[src/rtl/gs_pkg.sv]
// Shared definitions for the GS raw-signal readback path: command codes,
// arbiter state encoding, settle-counter bounds and requester owner IDs.
package gs_pkg;

   // GS command codes used by the host command decoder
   localparam logic [7:0] GS_CMD_NOP     = 8'h00;
   localparam logic [7:0] GS_CMD_RD_RAW  = 8'h01;
   localparam logic [7:0] GS_CMD_WR_CFG  = 8'h02;
   localparam logic [7:0] GS_CMD_STATUS  = 8'h03;
   localparam logic [7:0] GS_CMD_RESET   = 8'hFF;

   // Settle counter bounds; the counter is wide enough for the maximum
   localparam int GS_SETTLE_MIN = 1;
   localparam int GS_SETTLE_MAX = 15;
   localparam int GS_CNT_W      = 4;

   // Arbiter FSM states
   typedef enum logic [1:0] {
      GS_IDLE   = 2'd0,
      GS_SETTLE = 2'd1,
      GS_CAPT   = 2'd2
   } gsArbState_t;

   // Owner of the transaction in flight
   typedef enum logic {
      GS_OWNER_A = 1'b0,
      GS_OWNER_B = 1'b1
   } gsOwner_t;

   // Clamp a requested settle length into the legal counter range
   function automatic logic [GS_CNT_W-1:0] gsSettleLoad(input int cyc);
      int clamped;
      clamped = cyc;
      if (clamped < GS_SETTLE_MIN) clamped = GS_SETTLE_MIN;
      if (clamped > GS_SETTLE_MAX) clamped = GS_SETTLE_MAX;
      return clamped[GS_CNT_W-1:0];
   endfunction

endpackage

[src/rtl/gs_rr_pick2.sv]
// Two-way round-robin pick: a lone request always wins, on a tie the
// requester holding priority wins. Purely combinational.
module gs_rr_pick2 (
   input  logic       i_reqA,
   input  logic       i_reqB,
   input  logic       i_prioB,
   output logic [1:0] o_grant
);

   // One-hot grant: bit 0 is requester A, bit 1 is requester B
   always_comb begin
      o_grant = 2'b00;
      if (i_reqA && i_reqB) begin
         o_grant = i_prioB ? 2'b10 : 2'b01;
      end else if (i_reqA) begin
         o_grant = 2'b01;
      end else if (i_reqB) begin
         o_grant = 2'b10;
      end
   end

endmodule

[src/rtl/gs_rawsig_arbiter.sv]
// Arbitrates the shared raw-signal bank between the state machine (A) and
// host readback (B). The winner's address/select are driven onto the bank,
// held for SETTLE_CYC cycles, then the bank data is captured and handed back.
module gs_rawsig_arbiter
   import gs_pkg::*;
#(
   parameter int SETTLE_CYC   = 1,
   parameter bit PRIO_A_RESET = 1'b1
) (
   input  logic        iClk,
   input  logic        iReset,
   input  logic        iReqA,
   input  logic [7:0]  i8AddrA,
   input  logic [7:0]  i8SelA,
   output logic        oGntA,
   output logic        oVldA,
   input  logic        iReqB,
   input  logic [7:0]  i8AddrB,
   input  logic [7:0]  i8SelB,
   output logic        oGntB,
   output logic        oVldB,
   output logic [15:0] o16Data,
   output logic [7:0]  o8Addr,
   output logic [7:0]  o8SignSelec,
   input  logic [15:0] i16Reg,
   output logic        oBusy
);

   localparam logic [GS_CNT_W-1:0] C_SETTLE_LOAD = gsSettleLoad(SETTLE_CYC);

   gsArbState_t         r_state;
   gsArbState_t         w_nextState;
   logic [GS_CNT_W-1:0] r_cnt;
   gsOwner_t            r_owner;
   logic                r_prioB;
   logic [7:0]          r_addr;
   logic [7:0]          r_sel;
   logic [15:0]         r_data;
   logic                r_gntA;
   logic                r_gntB;
   logic                r_vldA;
   logic                r_vldB;

   logic [1:0]          w_grant;
   logic                w_load;
   logic                w_capt;
   logic                w_busy;

   // Requests are looked at raw; only IDLE acts on the pick
   gs_rr_pick2 u_pick (
      .i_reqA  (iReqA),
      .i_reqB  (iReqB),
      .i_prioB (r_prioB),
      .o_grant (w_grant)
   );

   // State register; reset drops any transaction in flight
   always_ff @(posedge iClk or negedge iReset) begin
      if (!iReset) begin
         r_state <= GS_IDLE;
      end else begin
         r_state <= w_nextState;
      end
   end

   // Next state: IDLE waits for a request, SETTLE runs the counter down to 1
   always_comb begin
      w_nextState = r_state;
      unique case (r_state)
         GS_IDLE: begin
            if (w_grant != 2'b00) w_nextState = GS_SETTLE;
         end
         GS_SETTLE: begin
            if (r_cnt <= {{(GS_CNT_W-1){1'b0}}, 1'b1}) w_nextState = GS_CAPT;
         end
         GS_CAPT: begin
            w_nextState = GS_IDLE;
         end
         default: begin
            w_nextState = GS_IDLE;
         end
      endcase
   end

   // FSM outputs: load strobe in IDLE, capture strobe in CAPT, busy otherwise
   always_comb begin
      w_busy = 1'b1;
      w_load = 1'b0;
      w_capt = 1'b0;
      unique case (r_state)
         GS_IDLE: begin
            w_busy = 1'b0;
            w_load = (w_grant != 2'b00);
         end
         GS_SETTLE: begin
            w_busy = 1'b1;
         end
         GS_CAPT: begin
            w_capt = 1'b1;
         end
         default: begin
            w_busy = 1'b0;
         end
      endcase
   end

   // Settle counter, loaded on acceptance and run down while settling
   always_ff @(posedge iClk or negedge iReset) begin
      if (!iReset) begin
         r_cnt <= '0;
      end else if (w_load) begin
         r_cnt <= C_SETTLE_LOAD;
      end else if (r_state == GS_SETTLE && r_cnt != '0) begin
         r_cnt <= r_cnt - 1'b1;
      end
   end

   // Owner and priority pointer move only when a request is accepted
   always_ff @(posedge iClk or negedge iReset) begin
      if (!iReset) begin
         r_owner <= GS_OWNER_A;
         r_prioB <= ~PRIO_A_RESET;
      end else if (w_load) begin
         r_owner <= w_grant[1] ? GS_OWNER_B : GS_OWNER_A;
         r_prioB <= ~w_grant[1];
      end
   end

   // Bank address/select latched from the winner and held until the next grant
   always_ff @(posedge iClk or negedge iReset) begin
      if (!iReset) begin
         r_addr <= '0;
         r_sel  <= '0;
      end else if (w_load) begin
         r_addr <= w_grant[1] ? i8AddrB : i8AddrA;
         r_sel  <= w_grant[1] ? i8SelB  : i8SelA;
      end
   end

   // Grant pulse for the accepted requester, one cycle after sampling
   always_ff @(posedge iClk or negedge iReset) begin
      if (!iReset) begin
         r_gntA <= 1'b0;
         r_gntB <= 1'b0;
      end else begin
         r_gntA <= w_load & w_grant[0];
         r_gntB <= w_load & w_grant[1];
      end
   end

   // Capture bank data and flag it valid to the owner in the following cycle
   always_ff @(posedge iClk or negedge iReset) begin
      if (!iReset) begin
         r_data <= '0;
         r_vldA <= 1'b0;
         r_vldB <= 1'b0;
      end else begin
         if (w_capt) r_data <= i16Reg;
         r_vldA <= w_capt & (r_owner == GS_OWNER_A);
         r_vldB <= w_capt & (r_owner == GS_OWNER_B);
      end
   end

   assign oGntA       = r_gntA;
   assign oGntB       = r_gntB;
   assign oVldA       = r_vldA;
   assign oVldB       = r_vldB;
   assign o16Data     = r_data;
   assign o8Addr      = r_addr;
   assign o8SignSelec = r_sel;
   assign oBusy       = w_busy;

endmodule

[config.mk]
export PLATFORM = sky130hd
export DESIGN_NAME = gs_rawsig_arbiter
export DESIGN_NICKNAME = d
export VERILOG_FILES = /design/src/rtl/gs_pkg.sv /design/src/rtl/gs_rr_pick2.sv /design/src/rtl/gs_rawsig_arbiter.sv
export SDC_FILE = /design/constraint.sdc
export NUM_CORES = 1
export LEC_CHECK = 0
export ABC_AREA = 1
export BUFFER_PORTS_ARGS = -buffer_cell sky130_fd_sc_hd__buf_2
export CELL_PAD_IN_SITES_DETAIL_PLACEMENT = 1
export CELL_PAD_IN_SITES_GLOBAL_PLACEMENT = 2
export CORE_AREA = 2 2 95 97
export DETAILED_ROUTE_END_ITERATION = 16
export DIE_AREA = 0 0 97 99
export PLACE_DENSITY = 0.89
export SKIP_LAST_GASP = 1
export SLEW_MARGIN = 20
export SYNTH_ARGS = -nofsm -noshare
export SYNTH_HDL_FRONTEND = slang
export SYNTH_SLANG_ARGS = --single-unit
export TNS_END_PERCENT = 1
[constraint.sdc]
create_clock -name iClk -period 1.45 [get_ports iClk]
set_input_delay 0 -clock iClk [delete_from_list [all_inputs] [get_ports iClk]]
set_output_delay 0 -clock iClk [all_outputs]
set_load 0.02 [all_outputs]
==> reports/metrics.csv, run 1 <==
metric;value;unit
status;finished clean;
min_path_cells;5;
antenna_cells;0;
yosys_warnings;0;
numPortBuffers;88;
final_max_slew_viol_count;0;
finalWeightedCongestion;0.797;
power_frac_seq;35.4;%
ys_seq_elements;44;
drt-initial-drc-count;61;
drc;0;
coreArea;0.00855;sq mm
areaGrowthSynthToFinish;48.5;%
yosysSeqAreaShare;52.6;%
cts_root_buffer;clkbuf_8;
cts_tree;built;
r2r_start;r_state[1]$_DFFE_PN0P_;
numCtsBuffers;5;
crit_chain;inv_1 > ha_1 > inv_1 > a21oi_1 > buf_4 > nor2_2 > nand2_1 > nand2_1;
vdd_drop_max;0.628;mV
reg2reg_to;r_cnt[2]$_DFFE_PN0P_;
leakagePower;1.86;nW
worstHoldStart;i8SelA[1];
power.internal;0.00340;W
syn_area_per_cell;7.61;sq um
setup_ws;0.0664;ns
holdCritPathClass;input port to flop;
fin_util;36.4;%
fmax;723;MHz
wl_per_cell;11.6;microns
crit_arrival;1.58;ns
cts_max_path_buffers;2;
cts_sinks;44;
dieArea;0.00960;sq mm
drv_cap;0;
required;1.65;ns
setup_tns;0;ns
start_util;24.5;%
grt_pass1_wl;10000;microns
synth_top_area_share;52.6;%
place_hpwl;4080;microns
grt_start_max_net_pins;45;
crit_type;flop to flop;
antenna_left;0;
crit_slowest_cell;dfrtp_1;
clock_skew;0.00706;ns
clk_pin_slew_worst_paths;0.09;ns
fillCellCount;1088;
critPathCaptureType;flop;
dp_slack;0.0401;ns
slew_headroom;78.7;%
firstDrtPassIters;4;
pwr_density_cell;1970;mW/mm^2
r2r_setup_slack;0.07;ns
grt_usage;12.7;%
final_nets;457;
power.switching;0.00272;W
wl;5910;microns
tightest_slew;0.319;ns
layout.cells.non_filler;508;
dieWidth;97;microns
fin_crit_sh;95.4;%
grt_setup_unrepaired;no;
cp_num_cells;8;
ios;89;
num_rows;34;
hold_viol;0;
clk-insertion-delay-late;0.30;ns
power.switching_fraction;44.4;%
crit_fanout;6;
min_to;o8SignSelec[1]$_DFFE_PN0P_;
antenna_found_initial;0;
syn-num-nets;333;
ys_types;19;
cp-startpoint;r_state[1]$_DFFE_PN0P_;
drive_above_1_share;28.0;%
setup_viol;0;
critPathTopFamily;flip-flops;
crit_path_max_incr_delay;0.41;ns
synth_area_leaders;dfrtp_1, nand2_1, inv_1;
synth_top_area_cell;dfrtp_1;
grt_overflow_total;0;
cts_max_level;2;
crit_buf_inv;3;
vias;2079;
p_clk_share;15.8;%
die_y;99;microns
syn_inst;275;
fin_crit;1.38;ns
cp-start-kind;flop;
grt_pass1_vias;2199;
dpl.cell_count;469;
reg2regPathDepth;8;
synth_area;0.00209;sq mm
via_per_inst;4.09;
p_comb_share;48.8;%
metal layers:
layer | vias up | track usage [%] | wire, microns
met3 | 3 | 2.62 | 358
met1 | 958 | 14.5 | 2490
met4 | 0 | 3.58 | 30
li1 | 1051 | - | -
met2 | 67 | 23.9 | 3040
met5 | - | 0 | 0
worst max-delay path by stage:
stage | endpoint | slack [ns]
floorplan | o16Data[10]$_DFFE_PN0N_ | 0.14
global placement | r_cnt[0]$_DFFE_PN0P_ | 0.10
detailed placement | r_cnt[3]$_DFFE_PN0P_ | 0.04
CTS | r_cnt[2]$_DFFE_PN0P_ | 0.02
global route | r_cnt[2]$_DFFE_PN0P_ | 0.005
finish | r_cnt[2]$_DFFE_PN0P_ | 0.07
synth_stat cells:
cell and number:
nand2_1 138, dfrtp_1 44, inv_1 41, nand3_1 18
buf_2 6, ha_1 6, nor2_1 6, inv_2 3
a21oi_1 2, nand4_1 2, buf_1 1, buf_4 1
buf_6 1, clkinv_1 1, nor2_2 1, o21ai_0 1
o21ai_2 1, o21ai_4 1, or2_2 1
state kept, by name, summed over array words and instances, names as in the netlist:
| signal | cells |
|---|---|
| o16Data | 16 |
| o8Addr | 8 |
| o8SignSelec | 8 |
| r_cnt | 4 |
| r_state | 2 |
| oGntA | 1 |
| oGntB | 1 |
| oVldA | 1 |
| oVldB | 1 |
| r_owner | 1 |
| r_prioB | 1 |
power groups by stage:
| stage | logic, W | clock network [W] | registers [W] |
|---|---|---|---|
| 2_1_floorplan | 0.00133 | 0 | 0.00273 |
| 4_1_cts | 0.00299 | 0.00102 | 0.00217 |
| 5_1_grt | 0.00337 | 0.00104 | 0.00225 |
| 3_3_place_gp | 0.00284 | 0 | 0.00218 |
| 3_5_place_dp | 0.00292 | 0 | 0.00219 |
| 6_report | 0.00299 | 0.000965 | 0.00217 |
area by class of cell:
class	count	area [sq um]	area share, %
clock buffers	5	68.8	2.21
clock inverters	3	47.5	1.53
inverters	45	171	5.51
multi-input cells	177	771	24.8
flip-flops and latches	44	1100	35.4
well taps	108	135	4.35
repair buffers	126	815	26.2
worst min-delay path, cell delays in order:
cell,delay (ns)
buf_2,0.07
inv_1,0.03
nand2_1,0.05
nand3_1,0.07
nand2_1,0.05
repair_timing:
item | in CTS | in global routing
resized for setup | 0 | 3
setup endpoints to repair | 0 | 17
endpoints found under the hold margin | 69 | 0
hold buffers | 29 | 0
buffers inserted | 0 | 2
kinds of logic (layout without fill, tap and decap cells):
logic type / count (synthesis) / count (layout) / synth area share, %
simple gates: 166 / 166 / 31.3
buf+inv: 54 / 179 / 10.6
flops: 44 / 44 / 52.6
fa+ha+maj: 6 / 6 / 3.59
compound gates: 5 / 5 / 1.91
metrics by stage:
| step | hold WS, ns | area, sq um | power [W] |
|---|---|---|---|
| after global routing | 0.0276 | 3110 | 0.00666 |
| after detailed placement | -0.000181 | 2680 | 0.00510 |
| after global placement | -0.00127 | 2680 | 0.00502 |
| after CTS | 0.000472 | 3090 | 0.00617 |
| after floorplan | -0.296 | 2090 | 0.00406 |
| final | 0.00159 | 3110 | 0.00612 |
cell usage in the layout, fill, tap and decap left out, drive strengths merged:
cell type    count
nand2          138
buf             97
dfrtp           44
inv             44
dlygate4sd3     29
nand3           18
nor2             7
ha               6
clkbuf           5
clkinv           3
o21ai            3
a21oi            2
nand4            2
or2              1
bufinv           1
(Power assumes the default switching activity.)
==> run 2, diff against run 1 <==
- clock period: 1.45 -> 1.3 ns (I/O delays scaled with it)
==> run 2 against run 1 <==
  * Non-clock buffer count shrank 7
  * Utilization is essentially flat
  * Worst hold slack improved by 0.0019 ns
  * Largest cell class unchanged
  * Largest power group unchanged
==> reports/metrics.csv, run 2 (same netlist as run 1, synthesis figures left out) <==
metric;value;unit;change
status;finished clean;;unchanged
drive_above_1_share;31.4;%;was 28.0%
holdCritPathClass;input port to flop;;unchanged
placed_cell_area;0.00268;sq mm;about the same
via_per_inst;4.14;;was 4.09
reg2reg_to;o8SignSelec[4]$_DFFE_PN0P_;;was r_cnt[2]$_DFFE_PN0P_
firstDrtPassIters;3;;was 4
slew_headroom;72.8;%;was 78.7%
worstHoldStart;i8AddrB[4];;was i8SelA[1]
fin_area;0.00311;sq mm;about the same
wl;6010;microns;was 5910 microns
r2r_start;r_state[0]$_DFFE_PN0P_;;was r_state[1]$_DFFE_PN0P_
dieWidth;97;microns;unchanged
num_rows;34;;unchanged
vdd_drop_max;0.715;mV;was 0.628 mV
start_util;24.5;%;unchanged
leakagePower;1.86;nW;about the same
grt_pass1_vias;2202;;was 2,199
cp-start-kind;flop;;unchanged
place_hpwl;4040;microns;was 4080 microns
areaGrowthSynthToFinish;48.7;%;was 48.5%
grt_overflow_total;0;;unchanged
crit_chain;inv_2 > ha_4 > o21ai_4 > buf_4 > inv_4 > nand3_1 > nand2_1;;was inv_1 > ha_1 > inv_1 > a21oi_1 > buf_4 > nor2_2 > nand2_1 > nand2_1
antenna_cells;0;;unchanged
final_common_cell;nand2_1;;unchanged
antenna_found_initial;0;;unchanged
finalWeightedCongestion;0.712;;was 0.797
numCtsBuffers;5;;unchanged
die_y;99;microns;unchanged
reg2regPathDepth;7;;was 8
crit_arrival;1.46;ns;was 1.58 ns
coreArea;0.00855;sq mm;unchanged
drc;0;;unchanged
r2r_setup_slack;0.03;ns;was 0.07 ns
antenna_left;0;;unchanged
grt_usage;13.1;%;was 12.7%
min_path_cells;5;;unchanged
cts_max_path_buffers;2;;unchanged
final_max_slew_viol_count;0;;unchanged
setup_viol;0;;unchanged
fillCellCount;1078;;was 1,088
ios;89;;unchanged
largest_reg_flops;16;;unchanged
vias;2084;;was 2,079
tightest_slew;0.406;ns;was 0.319 ns
critPathCaptureType;flop;;unchanged
clk-insertion-delay-late;0.30;ns;about the same
drv_cap;0;;unchanged
min_to;o8Addr[4]$_DFFE_PN0P_;;was o8SignSelec[1]$_DFFE_PN0P_
crit_fanout;5;;was 6
grt_setup_unrepaired;yes;;was no
clock_skew;0.0115;ns;was 0.00706 ns
clk_pin_slew_worst_paths;0.09;ns;about the same
pwr_density_cell;2310;mW/mm^2;was 1970 mW/mm^2
drt-initial-drc-count;36;;was 61
numPortBuffers;88;;unchanged
fmax;787;MHz;was 723 MHz
cts_sinks;44;;unchanged
hold_viol;0;;unchanged
fin_crit_sh;97.7;%;was 95.4%
grt_pass1_wl;10300;microns;was 10,000 microns
cts_max_level;2;;unchanged
grt_start_max_net_pins;45;;unchanged
most-common-layout-cells;nand2_1, buf_2, dfrtp_1;;unchanged
crit_type;flop to flop;;unchanged
required;1.49;ns;was 1.65 ns
crit_slowest_cell;dfrtp_1;;unchanged
cts_tree;built;;unchanged
final_nets;452;;was 457
dieArea;0.00960;sq mm;unchanged
crit_path_max_incr_delay;0.39;ns;was 0.41 ns
cts_root_buffer;clkbuf_8;;unchanged
fin_crit;1.27;ns;was 1.38 ns
wl_per_cell;11.9;microns;was 11.6 microns
fin_util;36.4;%;about the same
==> run 2: changes by cell type in the layout (fill, tap and decap cells not counted), sizes merged <==
cell | previous run | this run
buf | 97 | 101
clkbuf | 5 | 6
clkinv | 3 | 2
dlygate4sd3 | 29 | 18
inv | 44 | 46
==> run 2: metal layers <==
layer	share of wire [%]	GRT usage (%)	up-vias	wire (microns)
li1	-	-	1045	-
met4	0.73	2.60	0	44
met5	0	0	-	0
met1	43	15.7	974	2600
met3	5.7	3.19	5	344
met2	50	24.0	60	3020
==> run 2: critical path, delay by kind of cell (launching register included) <==
family                   cells  cell delay, ns
flip-flops                   1            0.39
AND/OR/NAND/NOR              2            0.13
AO/OA/AOI/OAI                1            0.16
adder cells (fa/ha/maj)      1            0.17
buffers and inverters        3            0.32
==> run 2: area by class of cell <==
class	instances	area, sq um	area share (%)
Clock inverter	2	35.0	1.13
Clock buffer	6	72.6	2.33
Timing Repair Buffer	119	779	25.0
Sequential cell	44	1100	35.4
Tap cell	108	135	4.34
Timing Repair inverter	2	12.5	0.402
Inverter	45	181	5.83
Multi-Input combinational cell	177	796	25.6
==> run 2: what timing repair did <==
action / in CTS / in global routing
resized for setup: 12 / 5
gates cloned: 3 / 0
buffers inserted: 2 / 3
endpoints found under the setup margin: 39 / 41
pin swaps: 1 / 0
hold buffers: 18 / 0
hold endpoints to repair: 61 / 0
==> run 2: where the power goes <==
part           switching (W)  internal (W)  total, W
registers           0.000392       0.00203   0.00242
clock network       0.000463      0.000571   0.00103
logic                0.00229       0.00146   0.00375
total                0.00315       0.00406   0.00721
==> run 2: worst max-delay path by stage <==
stage,start,end,slack [ns]
global placement,r_state[0]$_DFFE_PN0P_,r_cnt[0]$_DFFE_PN0P_,-0.02
global route,r_state[0]$_DFFE_PN0P_,o8SignSelec[7]$_DFFE_PN0P_,-0.06
floorplan,r_state[1]$_DFFE_PN0P_,r_cnt[0]$_DFFE_PN0P_,0.05
finish,r_state[0]$_DFFE_PN0P_,o8SignSelec[4]$_DFFE_PN0P_,0.03
detailed placement,r_state[0]$_DFFE_PN0P_,r_cnt[3]$_DFFE_PN0P_,-0.13
CTS,r_state[0]$_DFFE_PN0P_,o16Data[5]$_DFFE_PN0N_,-0.02
==> run 2: metrics by stage <==
step	setup slack, ns	power [W]	instances	hold WS, ns	setup TNS (ns)
detailed placement	-0.130	0.00572	469	0.00107	-1.46
global route	-0.0588	0.00787	503	0.0238	-0.917
CTS	-0.0220	0.00722	500	0.000373	-0.305
floorplan	0.0542	0.00453	275	-0.296	0
finish	0.0301	0.00721	503	0.00350	0
global placement	-0.0171	0.00561	469	-0.00277	-0.0459
